===== src/rtl/ref_force_wb_serializer_if.sv =====
// Writeback stream from the reference-force serializer to the force cache.
// The serializer drives valid and payload; the cache drives ready.
interface ref_force_wb_serializer_if #(
  parameter int unsigned DATA_WIDTH = 32,
  parameter int unsigned ID_WIDTH   = 29,
  parameter int unsigned LANE_W     = 3
);

  logic                  out_valid;
  logic                  out_ready;
  logic [ID_WIDTH-1:0]   out_id;
  logic [LANE_W-1:0]     out_lane;
  logic [DATA_WIDTH-1:0] out_force_x;
  logic [DATA_WIDTH-1:0] out_force_y;
  logic [DATA_WIDTH-1:0] out_force_z;

  modport master (
    output out_valid,
    output out_id,
    output out_lane,
    output out_force_x,
    output out_force_y,
    output out_force_z,
    input  out_ready
  );

  modport slave (
    input  out_valid,
    input  out_id,
    input  out_lane,
    input  out_force_x,
    input  out_force_y,
    input  out_force_z,
    output out_ready
  );

endinterface


===== src/rtl/ref_force_wb_serializer.sv =====
// Reference-force writeback serializer.
// Captures per-lane accumulated-force pulses into small per-lane FIFOs and drains them
// round-robin through a single-entry output register onto one valid/ready stream.
// A writeback round opened by any start_wb pulse is closed with a one-cycle wb_done
// once every captured entry has been handed off.
module ref_force_wb_serializer #(
  parameter int unsigned DATA_WIDTH        = 32,
  parameter int unsigned PARTICLE_ID_WIDTH = 20,
  parameter int unsigned CELL_ID_WIDTH     = 3,
  parameter int unsigned ID_WIDTH          = 3 * CELL_ID_WIDTH + PARTICLE_ID_WIDTH,
  parameter int unsigned NUM_ACC           = 7,
  parameter int unsigned FIFO_DEPTH        = 4,
  parameter int unsigned LANE_W            = $clog2(NUM_ACC)
) (
  input  logic                          clk,
  input  logic                          rst_n,
  input  logic [NUM_ACC-1:0]            in_valid,
  input  logic [NUM_ACC*ID_WIDTH-1:0]   in_id,
  input  logic [NUM_ACC*DATA_WIDTH-1:0] in_force_x,
  input  logic [NUM_ACC*DATA_WIDTH-1:0] in_force_y,
  input  logic [NUM_ACC*DATA_WIDTH-1:0] in_force_z,
  input  logic [NUM_ACC-1:0]            in_start_wb,
  ref_force_wb_serializer_if.master     wb,
  output logic                          wb_done,
  output logic [NUM_ACC-1:0]            overflow,
  output logic                          busy
);

  localparam int unsigned PTR_W = $clog2(FIFO_DEPTH);
  localparam int unsigned CNT_W = $clog2(FIFO_DEPTH + 1);

  typedef struct packed {
    logic [ID_WIDTH-1:0]   id;
    logic [DATA_WIDTH-1:0] x;
    logic [DATA_WIDTH-1:0] y;
    logic [DATA_WIDTH-1:0] z;
  } entry_t;

  // Per-lane FIFO state
  entry_t             mem_q    [NUM_ACC][FIFO_DEPTH];
  logic [PTR_W-1:0]   wr_ptr_q [NUM_ACC];
  logic [PTR_W-1:0]   rd_ptr_q [NUM_ACC];
  logic [CNT_W-1:0]   count_q  [NUM_ACC];
  logic [CNT_W-1:0]   count_d  [NUM_ACC];
  entry_t             lane_in  [NUM_ACC];

  logic [NUM_ACC-1:0] nonempty;
  logic [NUM_ACC-1:0] pop;
  logic [NUM_ACC-1:0] push_ok;

  // Arbitration
  logic [LANE_W-1:0]  rr_ptr_q, rr_ptr_d;
  logic               load_en;
  logic               grant_found;
  logic [LANE_W-1:0]  grant_lane;

  // Output register and round tracking
  logic               out_valid_q, out_valid_d;
  entry_t             out_entry_q, out_entry_d;
  logic [LANE_W-1:0]  out_lane_q, out_lane_d;
  logic               round_pending_q, round_pending_d;
  logic               done_cond;
  logic               wb_done_q;
  logic [NUM_ACC-1:0] overflow_q;
  logic               busy_q, busy_d;

  // Unpack the flat per-lane input buses and derive FIFO occupancy flags.
  always_comb begin
    for (int i = 0; i < NUM_ACC; i++) begin
      lane_in[i].id = in_id[i*ID_WIDTH +: ID_WIDTH];
      lane_in[i].x  = in_force_x[i*DATA_WIDTH +: DATA_WIDTH];
      lane_in[i].y  = in_force_y[i*DATA_WIDTH +: DATA_WIDTH];
      lane_in[i].z  = in_force_z[i*DATA_WIDTH +: DATA_WIDTH];
      nonempty[i]   = (count_q[i] != '0);
    end
  end

  // Round-robin grant: first non-empty lane at or after rr_ptr, wrapping at NUM_ACC.
  always_comb begin
    int idx;
    idx         = 0;
    load_en     = ~out_valid_q | wb.out_ready;
    grant_found = 1'b0;
    grant_lane  = '0;
    for (int k = 0; k < NUM_ACC; k++) begin
      idx = (int'(rr_ptr_q) + k) % NUM_ACC;
      if (!grant_found && nonempty[idx]) begin
        grant_found = 1'b1;
        grant_lane  = LANE_W'(idx);
      end
    end
  end

  // FIFO push/pop control; a full lane still accepts a push when it is popped this cycle.
  always_comb begin
    for (int i = 0; i < NUM_ACC; i++) begin
      pop[i]     = load_en & grant_found & (grant_lane == LANE_W'(i));
      push_ok[i] = in_valid[i] & ((count_q[i] != CNT_W'(FIFO_DEPTH)) | pop[i]);
      count_d[i] = count_q[i] + CNT_W'(push_ok[i]) - CNT_W'(pop[i]);
    end
  end

  // Output register load, round-robin advance, round completion and busy next-state.
  always_comb begin
    out_valid_d = out_valid_q;
    out_entry_d = out_entry_q;
    out_lane_d  = out_lane_q;
    rr_ptr_d    = rr_ptr_q;
    busy_d      = 1'b0;

    if (load_en) begin
      if (grant_found) begin
        out_valid_d = 1'b1;
        out_entry_d = mem_q[grant_lane][rd_ptr_q[grant_lane]];
        out_lane_d  = grant_lane;
        rr_ptr_d    = (grant_lane == LANE_W'(NUM_ACC - 1)) ? '0 : grant_lane + 1'b1;
      end else begin
        out_valid_d = 1'b0;
      end
    end

    // Round closes only when nothing is queued, nothing arrives and the output hands off
    // without reloading; a start_wb on the same edge re-arms the next round.
    done_cond = round_pending_q & ~(|nonempty) & ~(|push_ok) &
                (~out_valid_q | (wb.out_ready & ~grant_found));
    round_pending_d = (|in_start_wb) | (round_pending_q & ~done_cond);

    for (int i = 0; i < NUM_ACC; i++) begin
      if (count_d[i] != '0) begin
        busy_d = 1'b1;
      end
    end
    if (out_valid_d) begin
      busy_d = 1'b1;
    end
  end

  // FIFO storage: needs no reset since pointers and counts gate every read.
  always_ff @(posedge clk) begin
    for (int i = 0; i < NUM_ACC; i++) begin
      if (push_ok[i]) begin
        mem_q[i][wr_ptr_q[i]] <= lane_in[i];
      end
    end
  end

  // FIFO pointers and occupancy counts.
  always_ff @(posedge clk or negedge rst_n) begin
    if (!rst_n) begin
      for (int i = 0; i < NUM_ACC; i++) begin
        wr_ptr_q[i] <= '0;
        rd_ptr_q[i] <= '0;
        count_q[i]  <= '0;
      end
    end else begin
      for (int i = 0; i < NUM_ACC; i++) begin
        if (push_ok[i]) begin
          wr_ptr_q[i] <= wr_ptr_q[i] + 1'b1;
        end
        if (pop[i]) begin
          rd_ptr_q[i] <= rd_ptr_q[i] + 1'b1;
        end
        count_q[i] <= count_d[i];
      end
    end
  end

  // Output register, arbitration pointer and status flags.
  always_ff @(posedge clk or negedge rst_n) begin
    if (!rst_n) begin
      out_valid_q     <= 1'b0;
      out_entry_q     <= '0;
      out_lane_q      <= '0;
      rr_ptr_q        <= '0;
      round_pending_q <= 1'b0;
      wb_done_q       <= 1'b0;
      overflow_q      <= '0;
      busy_q          <= 1'b0;
    end else begin
      out_valid_q     <= out_valid_d;
      out_entry_q     <= out_entry_d;
      out_lane_q      <= out_lane_d;
      rr_ptr_q        <= rr_ptr_d;
      round_pending_q <= round_pending_d;
      wb_done_q       <= done_cond;
      overflow_q      <= overflow_q | (in_valid & ~push_ok);
      busy_q          <= busy_d;
    end
  end

  assign wb.out_valid   = out_valid_q;
  assign wb.out_id      = out_entry_q.id;
  assign wb.out_lane    = out_lane_q;
  assign wb.out_force_x = out_entry_q.x;
  assign wb.out_force_y = out_entry_q.y;
  assign wb.out_force_z = out_entry_q.z;
  assign wb_done        = wb_done_q;
  assign overflow       = overflow_q;
  assign busy           = busy_q;

endmodule


===== src/flat_wrapper.sv =====
// flat-port wrapper written by rule: the top's interface ports become plain ports
module ref_force_wb_serializer_flat 
#(
  parameter int unsigned DATA_WIDTH        = 32,
  parameter int unsigned PARTICLE_ID_WIDTH = 20,
  parameter int unsigned CELL_ID_WIDTH     = 3,
  parameter int unsigned ID_WIDTH          = 3 * CELL_ID_WIDTH + PARTICLE_ID_WIDTH,
  parameter int unsigned NUM_ACC           = 7,
  parameter int unsigned FIFO_DEPTH        = 4,
  parameter int unsigned LANE_W            = $clog2(NUM_ACC)
)
  (clk, rst_n, in_valid, in_id, in_force_x, in_force_y, in_force_z, in_start_wb, wb_done, overflow, busy, wb_out_valid, wb_out_id, wb_out_lane, wb_out_force_x, wb_out_force_y, wb_out_force_z, wb_out_ready);
  ref_force_wb_serializer_if #(.DATA_WIDTH(DATA_WIDTH), .ID_WIDTH(ID_WIDTH), .LANE_W(LANE_W)) wb_i ();
  input  logic clk;
  input  logic rst_n;
  input  logic [NUM_ACC-1:0] in_valid;
  input  logic [NUM_ACC*ID_WIDTH-1:0] in_id;
  input  logic [NUM_ACC*DATA_WIDTH-1:0] in_force_x;
  input  logic [NUM_ACC*DATA_WIDTH-1:0] in_force_y;
  input  logic [NUM_ACC*DATA_WIDTH-1:0] in_force_z;
  input  logic [NUM_ACC-1:0] in_start_wb;
  output logic wb_done;
  output logic [NUM_ACC-1:0] overflow;
  output logic busy;
  output wire logic [$bits(wb_i.out_valid)-1:0] wb_out_valid;
  output wire logic [$bits(wb_i.out_id)-1:0] wb_out_id;
  output wire logic [$bits(wb_i.out_lane)-1:0] wb_out_lane;
  output wire logic [$bits(wb_i.out_force_x)-1:0] wb_out_force_x;
  output wire logic [$bits(wb_i.out_force_y)-1:0] wb_out_force_y;
  output wire logic [$bits(wb_i.out_force_z)-1:0] wb_out_force_z;
  input wire logic [$bits(wb_i.out_ready)-1:0] wb_out_ready;
  assign wb_out_valid = wb_i.out_valid;
  assign wb_out_id = wb_i.out_id;
  assign wb_out_lane = wb_i.out_lane;
  assign wb_out_force_x = wb_i.out_force_x;
  assign wb_out_force_y = wb_i.out_force_y;
  assign wb_out_force_z = wb_i.out_force_z;
  assign wb_i.out_ready = wb_out_ready;
  ref_force_wb_serializer #(.DATA_WIDTH(DATA_WIDTH), .PARTICLE_ID_WIDTH(PARTICLE_ID_WIDTH), .CELL_ID_WIDTH(CELL_ID_WIDTH), .ID_WIDTH(ID_WIDTH), .NUM_ACC(NUM_ACC), .FIFO_DEPTH(FIFO_DEPTH), .LANE_W(LANE_W)) u_core (.clk(clk), .rst_n(rst_n), .in_valid(in_valid), .in_id(in_id), .in_force_x(in_force_x), .in_force_y(in_force_y), .in_force_z(in_force_z), .in_start_wb(in_start_wb), .wb(wb_i), .wb_done(wb_done), .overflow(overflow), .busy(busy));
endmodule

===== config.mk =====
export PLATFORM = sky130hd
export DESIGN_NAME = ref_force_wb_serializer_flat
export DESIGN_NICKNAME = d
export VERILOG_FILES = /design/src/rtl/ref_force_wb_serializer_if.sv /design/src/rtl/ref_force_wb_serializer.sv /design/src/flat_wrapper.sv
export SDC_FILE = /design/constraint.sdc
export NUM_CORES = 2
export LEC_CHECK = 0
export CAP_MARGIN = 5
export CELL_PAD_IN_SITES_DETAIL_PLACEMENT = 1
export CELL_PAD_IN_SITES_GLOBAL_PLACEMENT = 2
export CORE_MARGIN = 2
export CORE_UTILIZATION = 38
export CTS_CLUSTER_DIAMETER = 80
export CTS_CLUSTER_SIZE = 14
export DETAILED_ROUTE_END_ITERATION = 10
export HOLD_SLACK_MARGIN = 0.08
export PLACE_DENSITY_LB_ADDON = 0.1
export SETUP_SLACK_MARGIN = 0.02
export SLEW_MARGIN = 40
export SYNTH_ARGS = -nofsm -noshare
export SYNTH_HDL_FRONTEND = slang
export SYNTH_SLANG_ARGS = --single-unit

===== constraint.sdc =====
create_clock -name clk -period 7.95 [get_ports clk]
set_input_delay 0.795 -clock clk [delete_from_list [all_inputs] [get_ports clk]]
set_output_delay 0.795 -clock clk [all_outputs]
set_load 0.02 [all_outputs]

* Word level (Yosys, flattened, before mapping)
Memory sizes are Yosys's and may differ from the RTL's. Index checks and enable logic that the tools add are counted.
Storage, ports and cells: register bits after elaboration 191, input bits 892, memories 1, bits in writable memories 3500, logic and storage cells 276, output and inout bits 138
Memories:
- u_core.mem_q | words 7, bits a word 500, rd ports 1, clocked after Yosys merged registers in 0, wr ports 7, RTL line ref_force_wb_serializer.sv:40 | entry_t mem_q [NUM_ACC][FIFO_DEPTH];
Cells by class: magnitude comparators 23, equal/unequal tests 13, reduce and logical (&&, ||, !) cells 38, divide/modulo/power cells 7, muxes and demuxes 80, bitwise gates (word level) 47, add/subtract/negate cells 35
Operators by type and width (count):
- $mux W500 | 7
- $demux W125 S2 | 7
- $mux W125 | 9
- $bmux W125 S2 | 1
- $lt A32 B5 Y1 const B | 7
- $mod A32 B3 Y32 const B | 6
- $reduce_bool A3 Y1 | 14
- $mux W1 | 38
- $mod A3 B3 Y32 const B | 1
- $add A2 B1 Y2 const B | 14
- $ge A3 B3 Y1 const B | 8
- $mux W3 | 8
- $not A2 Y3 | 8
- $add A3 B1 Y3 | 7
- $bmux W1 S3 | 7
- $lt A3 B1 Y1 const B | 7
- $ne A3 B3 Y1 const B | 7
- $reduce_or A7 Y1 | 3
- $sub A3 B1 Y3 | 7
- $and A1 B1 Y1 | 20
- $logic_and A1 B1 Y1 | 13
- $add A3 B3 Y4 const B | 3
- $or A1 B1 Y1 | 10
- $eq A3 B3 Y1 const B | 3
- 16 further kinds | 28

* Logic depth before layout (Yosys ltp)
depth in word-level cells 38, depth in mapped cells 36, mapped depth without buffers 29

* Worst setup path before layout
OpenSTA, ideal clock, no wires.
path type reg2reg, from reg u_core.rr_ptr_q[0], to mem u_core.mem_q[3][0] (netlist bit), enable pin, slack -0.847 ns, stages on the path, launching flop included 26, library setup time 0.499 ns, data required time 7.451 ns, path buffers 8, arrival 8.298 ns, clock period less this slack 8.797 ns, cells stage by stage dfrtp_1 buf_2 inv_1 buf_2 ha_1 ha_1 ha_1 buf_2 o21ba_2 o2111ai_1 nand3_1 a211oi_1 o311ai_2 a22o_1 a311oi_2 o21ai_1 buf_2 buf_2 clkbuf_1 clkbuf_1 clkbuf_1 nor2_1 ha_1 nand2_1 a31oi_1 and2_1
RTL lines:
- from (decl) | RTL line ref_force_wb_serializer.sv:52 | logic [LANE_W-1:0] rr_ptr_q, rr_ptr_d;
- from (signal assigned) | RTL line ref_force_wb_serializer.sv:183 | rr_ptr_q <= rr_ptr_d;
- to (decl) | RTL line ref_force_wb_serializer.sv:40

* Worst setup path after layout
from reg u_core.rr_ptr_q[1], to reg u_core.out_entry_q (netlist bit u_core.wb.out_force_x[25])
On the way: cells in the longest elaborated chain, start to end 31, elaborated cells on any way between the ends 70, those cells by class add/sub (6); div (7); mux (41); bitwise (2); reduce/logical (13); memory (1)
Ends and longest elaborated chain:
- branches (longest 31 deep; another with $mod A32 B3 Y32)
- to (signal assigned) | RTL line ref_force_wb_serializer.sv:181 | out_entry_q <= out_entry_d;
- to (decl) | RTL line ref_force_wb_serializer.sv:59 | entry_t out_entry_q, out_entry_d;
Parallel ways; which one is timed is not known. The select of a mux whose other input is x is not followed. A chain may end at the register's enable or synchronous reset.

==> metrics.cfg <==
[outcome]
run_status=completed

[synth]
synth_compound_area_share_pct=10.0
synth-seq-area-share_pct=73.6
synth_top_area_share_pct=70.4
yosys.area_share.simple_pct=12.0
synth.distinct_cells=101
async_flop_share_pct=5.17
yosys.area_share.adder_pct=0.639
synth_commonest_cells=edfxtp_1, nand2_1, and3_1, clkbuf_1, a211oi_1
yosys_warnings=0
synth_area_leaders=edfxtp_1, nand2_1, dfrtp_1, and3_1, a211oi_1
synthCells=10700
postSynthAreaPerCell_um2=14.0
synth_edf_count=3500
ys.flop_type=edfxtp_1
synth_seq_cells=3691
synthXorXnorAreaFrac_pct=0.286
synth_top_family_by_area=simple AND/OR/NAND/NOR gates
syn-cell-area_um2=149000
synth_nets=11600
yosysMostFrequentCell=edfxtp_1
yosysTopAreaCell=edfxtp_1
synth.area.mux_share_pct=0.926

[grt]
grt_usage_pct=30.4
grt_max_degree=169
overflow=0
antenna_found_initial=287
grt_pass1_wl_um=852000
grt_pass1_vias=102000

[drt]
ant_nets=0
avgRoutedWirePerCell_um=36.2
vias=103000
routed_wl_um=620000
first_pass_iters=5
via_per_inst=6.01
drc=0
drt_iter0_markers=12100

[setup_path]
cp-startpoint=u_core.rr_ptr_q[1]
cp_max_fo=94
startpoint_type=flip-flop
cp.arrival_ns=8.54
worstSetupPathType=reg -> reg
endpoint_kind=flip-flop
rr_startpoint=u_core.rr_ptr_q[1]
cp.required_ns=8.81

[sta]
tightest_slew_ns=1.05
finalSetupViolations=0
post-route-min-period_ns=7.68
finClkSkew_ns=0.0394
hold_viol=0
fmax_mhz=130
fin_crit_sh_pct=96.7
rsz0062_at_grt=false
relSlewSlack_pct=30.2
maxSlewViolCount=0

[cts]
post_cts_buffers=0
h-tree-depth=5
clk_latency_ns=0.96
cts_tree=done
cts_num_sinks=3691
root_buffer=clkbuf_16
clk_pin_slew_ns=0.07
cts_buffers=304
clockBufferDepth=4

[layout]
nNetsFinal=12600
drive_gt1_share_pct=8.32
syn2layout_area_growth_pct=19.1
final_util_pct=45.4

[place]
portBuffers=1029
dpl.hpwl_um=405000
gp_congestion=0.873

[floorplanning]
initial_core_util_pct=38.1
row_count=230
core_area_um2=392000
top_level_ports=1030
fp.dieH_um=631
fp.dieW_um=631
dieArea_um2=398000

[flow_run]
max-cap-violations=0

[min_path]
hp-class=in -> async

## cells by family (layout without fill, tap and decap cells)
logic type      Yosys count  count (layout)
compound gates         2017            2017
xor+xnor                 44              44
fa+ha+maj                72              72
buf+inv                 917            2016
flops                  3691            3691
mux                     127             127
other cells               0             113
simple gates           3809            3809
## per-stage QoR
stage	setup TNS [ns]	area (um2)	hold slack (ns)	setup WS, ns	instances
floorplan	0	149000	0.437	0.517	10700
global placement	-2.36	168000	0.463	-0.399	16500
detailed placement	0	169000	0.463	0.0129	16500
CTS	0	177000	0.416	0.0551	17000
global route	0	178000	0.467	0.0337	17100
finish	0	178000	0.438	0.266	17100
## area by class of cell
cell class                      instances  area, um2
Antenna cell                          113        283
Clock buffer                          433       8250
Clock inverter                         24        285
Fill cell                           38900     214000
Inverter                               74        278
Multi-Input combinational cell       6069      36300
Sequential cell                      3691     110000
Tap cell                             5220       6530
Timing Repair Buffer                 1485      15800
## what timing repair did
action,4_1_cts,5_1_grt
pin swaps,0,1
gates resized for setup,2,20
hold buffers,1,0
setup endpoints to repair,2,271
endpoints found under the hold margin,55,0
gates cloned,0,1
## path summary, 6_finish.rpt
check | depth (start not counted) | endpoint | slack (ns)
worst min-delay path | 2 | u_core.wb.out_force_x[20] | 0.44
max in group asynchronous | 4 | u_core.wb.out_force_y[17] | 6.16
worst max-delay path | 24 | u_core.wb.out_force_x[25] | 0.27
worst min register to register | 1 | u_core.overflow[2] | 0.47
worst max register to register | 24 | u_core.wb.out_force_x[25] | 0.27
min in group clk | 1 | u_core.overflow[2] | 0.47
## worst max-delay path, stage by stage (launching register included)
cell and delay, ns:
dfrtp_2 0.50, inv_1 0.27, ha_1 0.35, buf_4 0.20, inv_2 0.24, ha_1 0.22, ha_1 0.37, o22ai_1 0.26
o221ai_1 0.39, a21oi_1 0.16, o21a_1 0.22, o311ai_1 0.41, nand2_1 0.29, a22oi_4 0.45, buf_12 0.24, buf_16 0.29
buf_16 0.36, buf_16 0.36, nand2_1 0.09, and3_1 0.17, a311oi_1 0.46, a22o_1 0.25, a211oi_2 0.08, buf_4 0.23
o211ai_1 0.18
## flip-flops by register name, summed over array words and instances (netlist names)
register	cells
u_core.busy	1
u_core.count_q	21
u_core.mem_q	3500
u_core.overflow	7
u_core.rd_ptr_q	14
u_core.round_pending_q	1
u_core.rr_ptr_q	3
u_core.wb.out_force_x	32
u_core.wb.out_force_y	32
u_core.wb.out_force_z	32
u_core.wb.out_id	29
u_core.wb.out_lane	3
u_core.wb.out_valid	1
u_core.wb_done	1
u_core.wr_ptr_q	14
## cell usage in the layout, fill, tap and decap left out, drive strengths merged, types with 65 or more instances in the layout
| cell type | n |
|---|---|
| nand2 | 1815 |
| a22o | 102 |
| diode | 113 |
| dfrtp | 191 |
| nand3 | 422 |
| or4 | 199 |
| clkbuf | 434 |
| nor2 | 468 |
| a311oi | 120 |
| inv | 88 |
| a21oi | 168 |
| nand4 | 107 |
| mux2i | 111 |
| ha | 65 |
| o21ai | 252 |
| buf | 455 |
| a221oi | 235 |
| o211ai | 106 |
| edfxtp | 3500 |
| o221ai | 124 |
| and3 | 657 |
| clkdlybuf4s50 | 1028 |
| a31oi | 169 |
| a211oi | 528 |
## layer usage
metal	share of wire (%)	vias to the layer above	wire length, um	global-route usage [%]
met1	43	54200	268000	43.2
li1	-	43100	-	-
met4	3.5	50	21800	11.1
met2	45	4535	281000	46.7
met3	7.9	885	49100	5.47
met5	0.043	-	265	0
Power is left out: the tool's default activity adds up to more than one toggle a clock period on the data nets, which glitch-free logic cannot reach.
